==> config.mk <==
export PLATFORM = sky130hd
export DESIGN_NAME = ctrl_fsm_v2
export DESIGN_NICKNAME = d
export VERILOG_FILES = /design/src/rtl/ctrl_fsm_v2.sv
export SDC_FILE = /design/constraint.sdc
export NUM_CORES = 1
export LEC_CHECK = 0
export ABC_AREA = 1
export BUFFER_PORTS_ARGS = -buffer_cell sky130_fd_sc_hd__buf_4
export CORE_MARGIN = 2
export CORE_UTILIZATION = 45
export CTS_CLUSTER_SIZE = 25
export DETAILED_ROUTE_END_ITERATION = 6
export GPL_ROUTABILITY_DRIVEN = 0
export HOLD_SLACK_MARGIN = 0.1
export MAX_ROUTING_LAYER = met4
export PLACE_DENSITY_LB_ADDON = 0.3
export SLEW_MARGIN = 20
export SYNTH_ARGS = -nofsm -noshare
export SYNTH_HDL_FRONTEND = slang
export SYNTH_SLANG_ARGS = --single-unit
==> constraint.sdc <==
create_clock -name clk -period 2.9 [get_ports clk]
set_input_delay 0.29 -clock clk [delete_from_list [all_inputs] [get_ports clk]]
set_output_delay 0.29 -clock clk [all_outputs]
set_load 0.02 [all_outputs]
==> src/rtl/ctrl_fsm_v2.sv <==
// ctrl_fsm_v2: multi-cycle control sequencer for the RISC core.
// Drives IR/PC/regfile enables, handles fetch and data-memory waits with a
// timeout, raises traps with RISC-V cause codes, and optionally halts.
// Ports:
//   clk, reset            clock, synchronous active-high reset
//   imem_busy             instruction memory not ready
//   decoder_illegal,
//   is_ebreak, is_ecall   decode results, sampled in DECODE
//   div_busy              divider iterating, sampled in EXECUTE
//   is_load_store,
//   is_store              memory-access class of current instruction
//   mem_busy, mem_err     data memory handshake, sampled in MEM_WAIT
//   state                 current state encoding
//   ir_en, pc_en, rf_we   datapath enables
//   trap_valid            one-cycle trap pulse
//   trap_cause            cause of the most recent trap
//   cycle_cnt,
//   instret_cnt           performance counters
// Optional feature: define CTRL_FSM_PERF_CNT_EN to build the counters;
// otherwise both counter ports read as zero.

module ctrl_fsm_v2 #(
    parameter int MEM_TIMEOUT = 16,
    parameter int TRAP_HALT   = 0,
    parameter int CNT_W       = 32
) (
    input  logic             clk,
    input  logic             reset,
    input  logic             imem_busy,
    input  logic             decoder_illegal,
    input  logic             is_ebreak,
    input  logic             is_ecall,
    input  logic             div_busy,
    input  logic             is_load_store,
    input  logic             is_store,
    input  logic             mem_busy,
    input  logic             mem_err,
    output logic [2:0]       state,
    output logic             ir_en,
    output logic             pc_en,
    output logic             rf_we,
    output logic             trap_valid,
    output logic [3:0]       trap_cause,
    output logic [CNT_W-1:0] cycle_cnt,
    output logic [CNT_W-1:0] instret_cnt
);

    typedef enum logic [2:0] {
        S_FETCH       = 3'd0,
        S_DECODE      = 3'd1,
        S_EXECUTE     = 3'd2,
        S_WRITE_BACK  = 3'd3,
        S_MEM_WAIT    = 3'd4,
        S_TRAP        = 3'd5,
        S_IFETCH_WAIT = 3'd6,
        S_HALT        = 3'd7
    } state_t;

    localparam logic [3:0] C_IFETCH  = 4'd1;
    localparam logic [3:0] C_ILLEGAL = 4'd2;
    localparam logic [3:0] C_EBREAK  = 4'd3;
    localparam logic [3:0] C_LOAD    = 4'd5;
    localparam logic [3:0] C_STORE   = 4'd7;
    localparam logic [3:0] C_ECALL   = 4'd11;

    // A zero timeout still needs a legal one-bit timer.
    localparam int TW = (MEM_TIMEOUT > 0) ? $clog2(MEM_TIMEOUT + 1) : 1;
    localparam logic [TW-1:0] T_LAST =
        (MEM_TIMEOUT > 0) ? TW'(MEM_TIMEOUT - 1) : '0;
    localparam logic TO_EN = (MEM_TIMEOUT > 0);
    localparam logic HALT_EN = (TRAP_HALT != 0);

    state_t          state_q;
    state_t          state_n;
    logic [3:0]      cause_q;
    logic [3:0]      cause_n;
    logic [TW-1:0]   timer_q;
    logic            timeout;
    logic            in_wait;
    logic [3:0]      mem_cause;

    assign state      = state_q;
    assign trap_cause = cause_q;

    assign in_wait   = (state_q == S_IFETCH_WAIT) ||
                       (state_q == S_MEM_WAIT);
    assign timeout   = TO_EN && (timer_q == T_LAST);
    assign mem_cause = is_store ? C_STORE : C_LOAD;

    always_ff @(posedge clk) begin
        if (reset) begin
            state_q <= S_FETCH;
            cause_q <= 4'd0;
            timer_q <= '0;
        end else begin
            state_q <= state_n;
            cause_q <= cause_n;
            // Zero outside the wait states, so every entry starts at 0.
            if (in_wait)
                timer_q <= timer_q + 1'b1;
            else
                timer_q <= '0;
        end
    end

    always_comb begin
        state_n    = state_q;
        cause_n    = cause_q;
        ir_en      = 1'b0;
        pc_en      = 1'b0;
        rf_we      = 1'b0;
        trap_valid = 1'b0;
        case (state_q)
            S_FETCH: begin
                ir_en   = !imem_busy;
                state_n = imem_busy ? S_IFETCH_WAIT : S_DECODE;
            end
            S_IFETCH_WAIT: begin
                ir_en = !imem_busy;
                // Completion beats a coincident timeout.
                if (!imem_busy) begin
                    state_n = S_DECODE;
                end else if (timeout) begin
                    state_n = S_TRAP;
                    cause_n = C_IFETCH;
                end
            end
            S_DECODE: begin
                if (decoder_illegal) begin
                    state_n = S_TRAP;
                    cause_n = C_ILLEGAL;
                end else if (is_ebreak) begin
                    state_n = S_TRAP;
                    cause_n = C_EBREAK;
                end else if (is_ecall) begin
                    state_n = S_TRAP;
                    cause_n = C_ECALL;
                end else begin
                    state_n = S_EXECUTE;
                end
            end
            S_EXECUTE: begin
                if (div_busy)
                    state_n = S_EXECUTE;
                else if (is_load_store)
                    state_n = S_MEM_WAIT;
                else
                    state_n = S_WRITE_BACK;
            end
            S_MEM_WAIT: begin
                if (mem_err) begin
                    state_n = S_TRAP;
                    cause_n = mem_cause;
                end else if (!mem_busy) begin
                    state_n = S_WRITE_BACK;
                end else if (timeout) begin
                    state_n = S_TRAP;
                    cause_n = mem_cause;
                end
            end
            S_WRITE_BACK: begin
                rf_we   = !is_store;
                pc_en   = 1'b1;
                state_n = S_FETCH;
            end
            S_TRAP: begin
                pc_en      = 1'b1;
                trap_valid = 1'b1;
                state_n    = HALT_EN ? S_HALT : S_FETCH;
            end
            S_HALT: begin
                state_n = S_HALT;
            end
            default: begin
                state_n = S_FETCH;
            end
        endcase
    end

`ifdef CTRL_FSM_PERF_CNT_EN
    logic [CNT_W-1:0] cyc_q;
    logic [CNT_W-1:0] ret_q;

    always_ff @(posedge clk) begin
        if (reset) begin
            cyc_q <= '0;
            ret_q <= '0;
        end else begin
            if (state_q != S_HALT)
                cyc_q <= cyc_q + 1'b1;
            // WRITE_BACK always leaves to FETCH: one retirement.
            if (state_q == S_WRITE_BACK)
                ret_q <= ret_q + 1'b1;
        end
    end

    assign cycle_cnt   = cyc_q;
    assign instret_cnt = ret_q;
`else
    assign cycle_cnt   = '0;
    assign instret_cnt = '0;
`endif

endmodule

==> results.cfg <==
[outcome]
status = finished clean

[die]
pin_count = 86
initial_utilization_pct = 46.5
die-area_um2 = 3220
core_area_um2 = 2690
std_cell_rows = 19
floorplan.die.width_um = 56.7
chipHeight_um = 56.7

[sta]
max_slew_vio_count = 0
setup_tns_ns = 0
setup_viol = 0
final.period_utilization_pct = 62.6
clock-skew-final_ns = 0.00399
report.final.hold_viol_count = 0
rsz0062_at_grt = false
fin_hold_ws_ns = 0.174
timing.final.crit_period_ns = 1.82
fmax_ghz = 0.551

[setup_path]
criticalPathCategory = reg -> out
cp_data_required_time_ns = 2.61
critPathArrivalTime_ns = 1.53
crit-reg2reg-launch = timer_q[0]
critPathLaunch = state[0]
r2r_setup_slack_ns = 1.32
crit_path_end = ir_en
endpoint_kind_of_the_worst_setup_timing_path = primary output
cp-start-kind = flip-flop
cells_on_worst_reg2reg_path = 12
reg2reg_to = trap_cause[0]
critical_path_peak_fanout = 7

[drt]
met2WireLength_um = 871
route.vias.total = 878
met3_length_um = 200
highest_layer = met4
first_pass_iters = 4
route.layer.met1.wl_um = 753
via_cell_ratio = 3.72
finalWirelength_mm = 1.84
drt_drc_violations_left = 0
drt_iter0_markers = 20
ant_nets = 0
post_drt_wl_per_cell_um = 7.80

[clock_network]
cts_num_sinks = 12
ctsLongestPathBuffers = 2
cts_hold_repair.buffers = 0
cts_post_setup_buffers_inserted = 0
clk_latency_ns = 0.28
cts_buffers = 3
worst_setup_hold_path_clk_slew_ns = 0.08
htreeDepth = 1
clock_tree.root_cell = sky130_fd_sc_hd__clkbuf_4
clock_tree_from_tritoncts = built
post_cts.resized_instances = 0

[yosys]
avgSynthCellArea_um2 = 6.87
yosys_register_bits = 12
synth_sequential_area_ratio_pct = 19.2
yosys_warnings = 0
synth.lib_cells_used.distinct = 24
synthesis.instances = 182
synth.cell_area_um2 = 1250

[job]
maxCapViolations = 0

[placed_design]
place_inst = 232
io_buffer_count = 21
place_hpwl_mm = 1.56

[cells_and_area]
drive_above_1_share_pct = 22.0
layout_common_cells = 64 x sky130_fd_sc_hd__conb_1, 25 x sky130_fd_sc_hd__nand2_1, 21 x sky130_fd_sc_hd__buf_4
num_antenna_cells = 0
mostFrequentLayoutCell = sky130_fd_sc_hd__conb_1
final_cell_count_without_fillers = 236
finish.net_count = 219
layout-area-overhead-vs-synth_pct = -1.80

[global_route]
grt_antenna_before_repair = 0
residual_overflow_from_global_routing = 0
groute.usage.overall_pct = 11.6
number_of_global_route_vias_before_repair = 673
grt_start_max_net_pins = 10
grt_pass1_wl_mm = 2.84

[hold_path]
hp-class = in -> reg

[power]
power_density_nw_per_um2 = 848
p_leak_nw = 0.689
irDropWorstVdd_mv = 0.482
[cell usage after synthesis, drive strengths merged]
master / count / area, µm²
o21ai: 7 / 35.0
nand3: 8 / 50.1
conb: 1 / 3.75
inv: 20 / 77.6
buf: 65 / 492
ha: 2 / 25.0
nor3b: 1 / 7.51
nand2: 27 / 111
nor3: 2 / 10.0
nand3b: 1 / 7.51
nor2: 30 / 153
dfxtp: 12 / 240
nand4: 1 / 6.26
a21oi: 4 / 23.8
o21bai: 1 / 7.51
[sequential cells by signal, summed over array words and instances (netlist names)]
name	cells
timer_q	5
trap_cause	4
state	3
[cells by family after synthesis]
kind of cell	share of synthesized area [%]
flip-flops	19.2
AO/OA/AOI/OAI	5.31
other	0.300
adder cells (fa/ha/maj)	2.00
buffers and inverters	45.5
AND/OR/NAND/NOR	27.6
[routing by layer]
layer / track usage, % / vias up
met3: 4.38 / 2
met4: 4.08 / 0
li1: - / 472
met1: 14.2 / 357
met2: 17.4 / 47
met5: - / -
[critical path: stages (launching register included)]
cell                      delay (ns)
sky130_fd_sc_hd__dfxtp_1        0.48
sky130_fd_sc_hd__inv_2          0.09
sky130_fd_sc_hd__nand2_1        0.12
sky130_fd_sc_hd__nor2_1         0.08
sky130_fd_sc_hd__o21ai_0        0.26
sky130_fd_sc_hd__inv_1          0.07
sky130_fd_sc_hd__buf_4          0.16
[per-stage QoR]
stage                     instance area (µm²)  utilization, %  worst slack, ns  total power [mW]
after detailed placement                 1190            44.3             1.30             0.912
after global placement                   1190            44.3             1.29             0.913
after floorplan                          1490               -             1.45             0.828
final                                    1230            45.7             1.08              1.04
after CTS                                1230            45.7             1.04              1.05
after global routing                     1230            45.7            0.956              1.14
[worst min-delay path by stage]
stage / start / end / slack [ns] / cells after the start
global route: reset / trap_cause[2] / 0.16 / 2
CTS: reset / trap_cause[2] / 0.17 / 2
floorplan: reset / trap_cause[2] / 0.35 / 1
finish: reset / trap_cause[2] / 0.17 / 2
detailed placement: timer_q[0] / timer_q[0] / 0.44 / 1
global placement: timer_q[0] / timer_q[0] / 0.43 / 1
[power by group]
group	switching [mW]	internal, mW
Combinational	0.417	0.212
Sequential	0.0619	0.212
Clock	0.0607	0.0764
Total	0.539	0.501
[cell type report]
cell class	count	area (µm²)
Timing Repair Buffer	21	158
Tap cell	31	38.8
Sequential cell	12	240
Fill cell	300	1460
Inverter	20	77.6
Clock buffer	4	36.3
Multi-Input combinational cell	148	677
(Power assumes the default switching activity.)
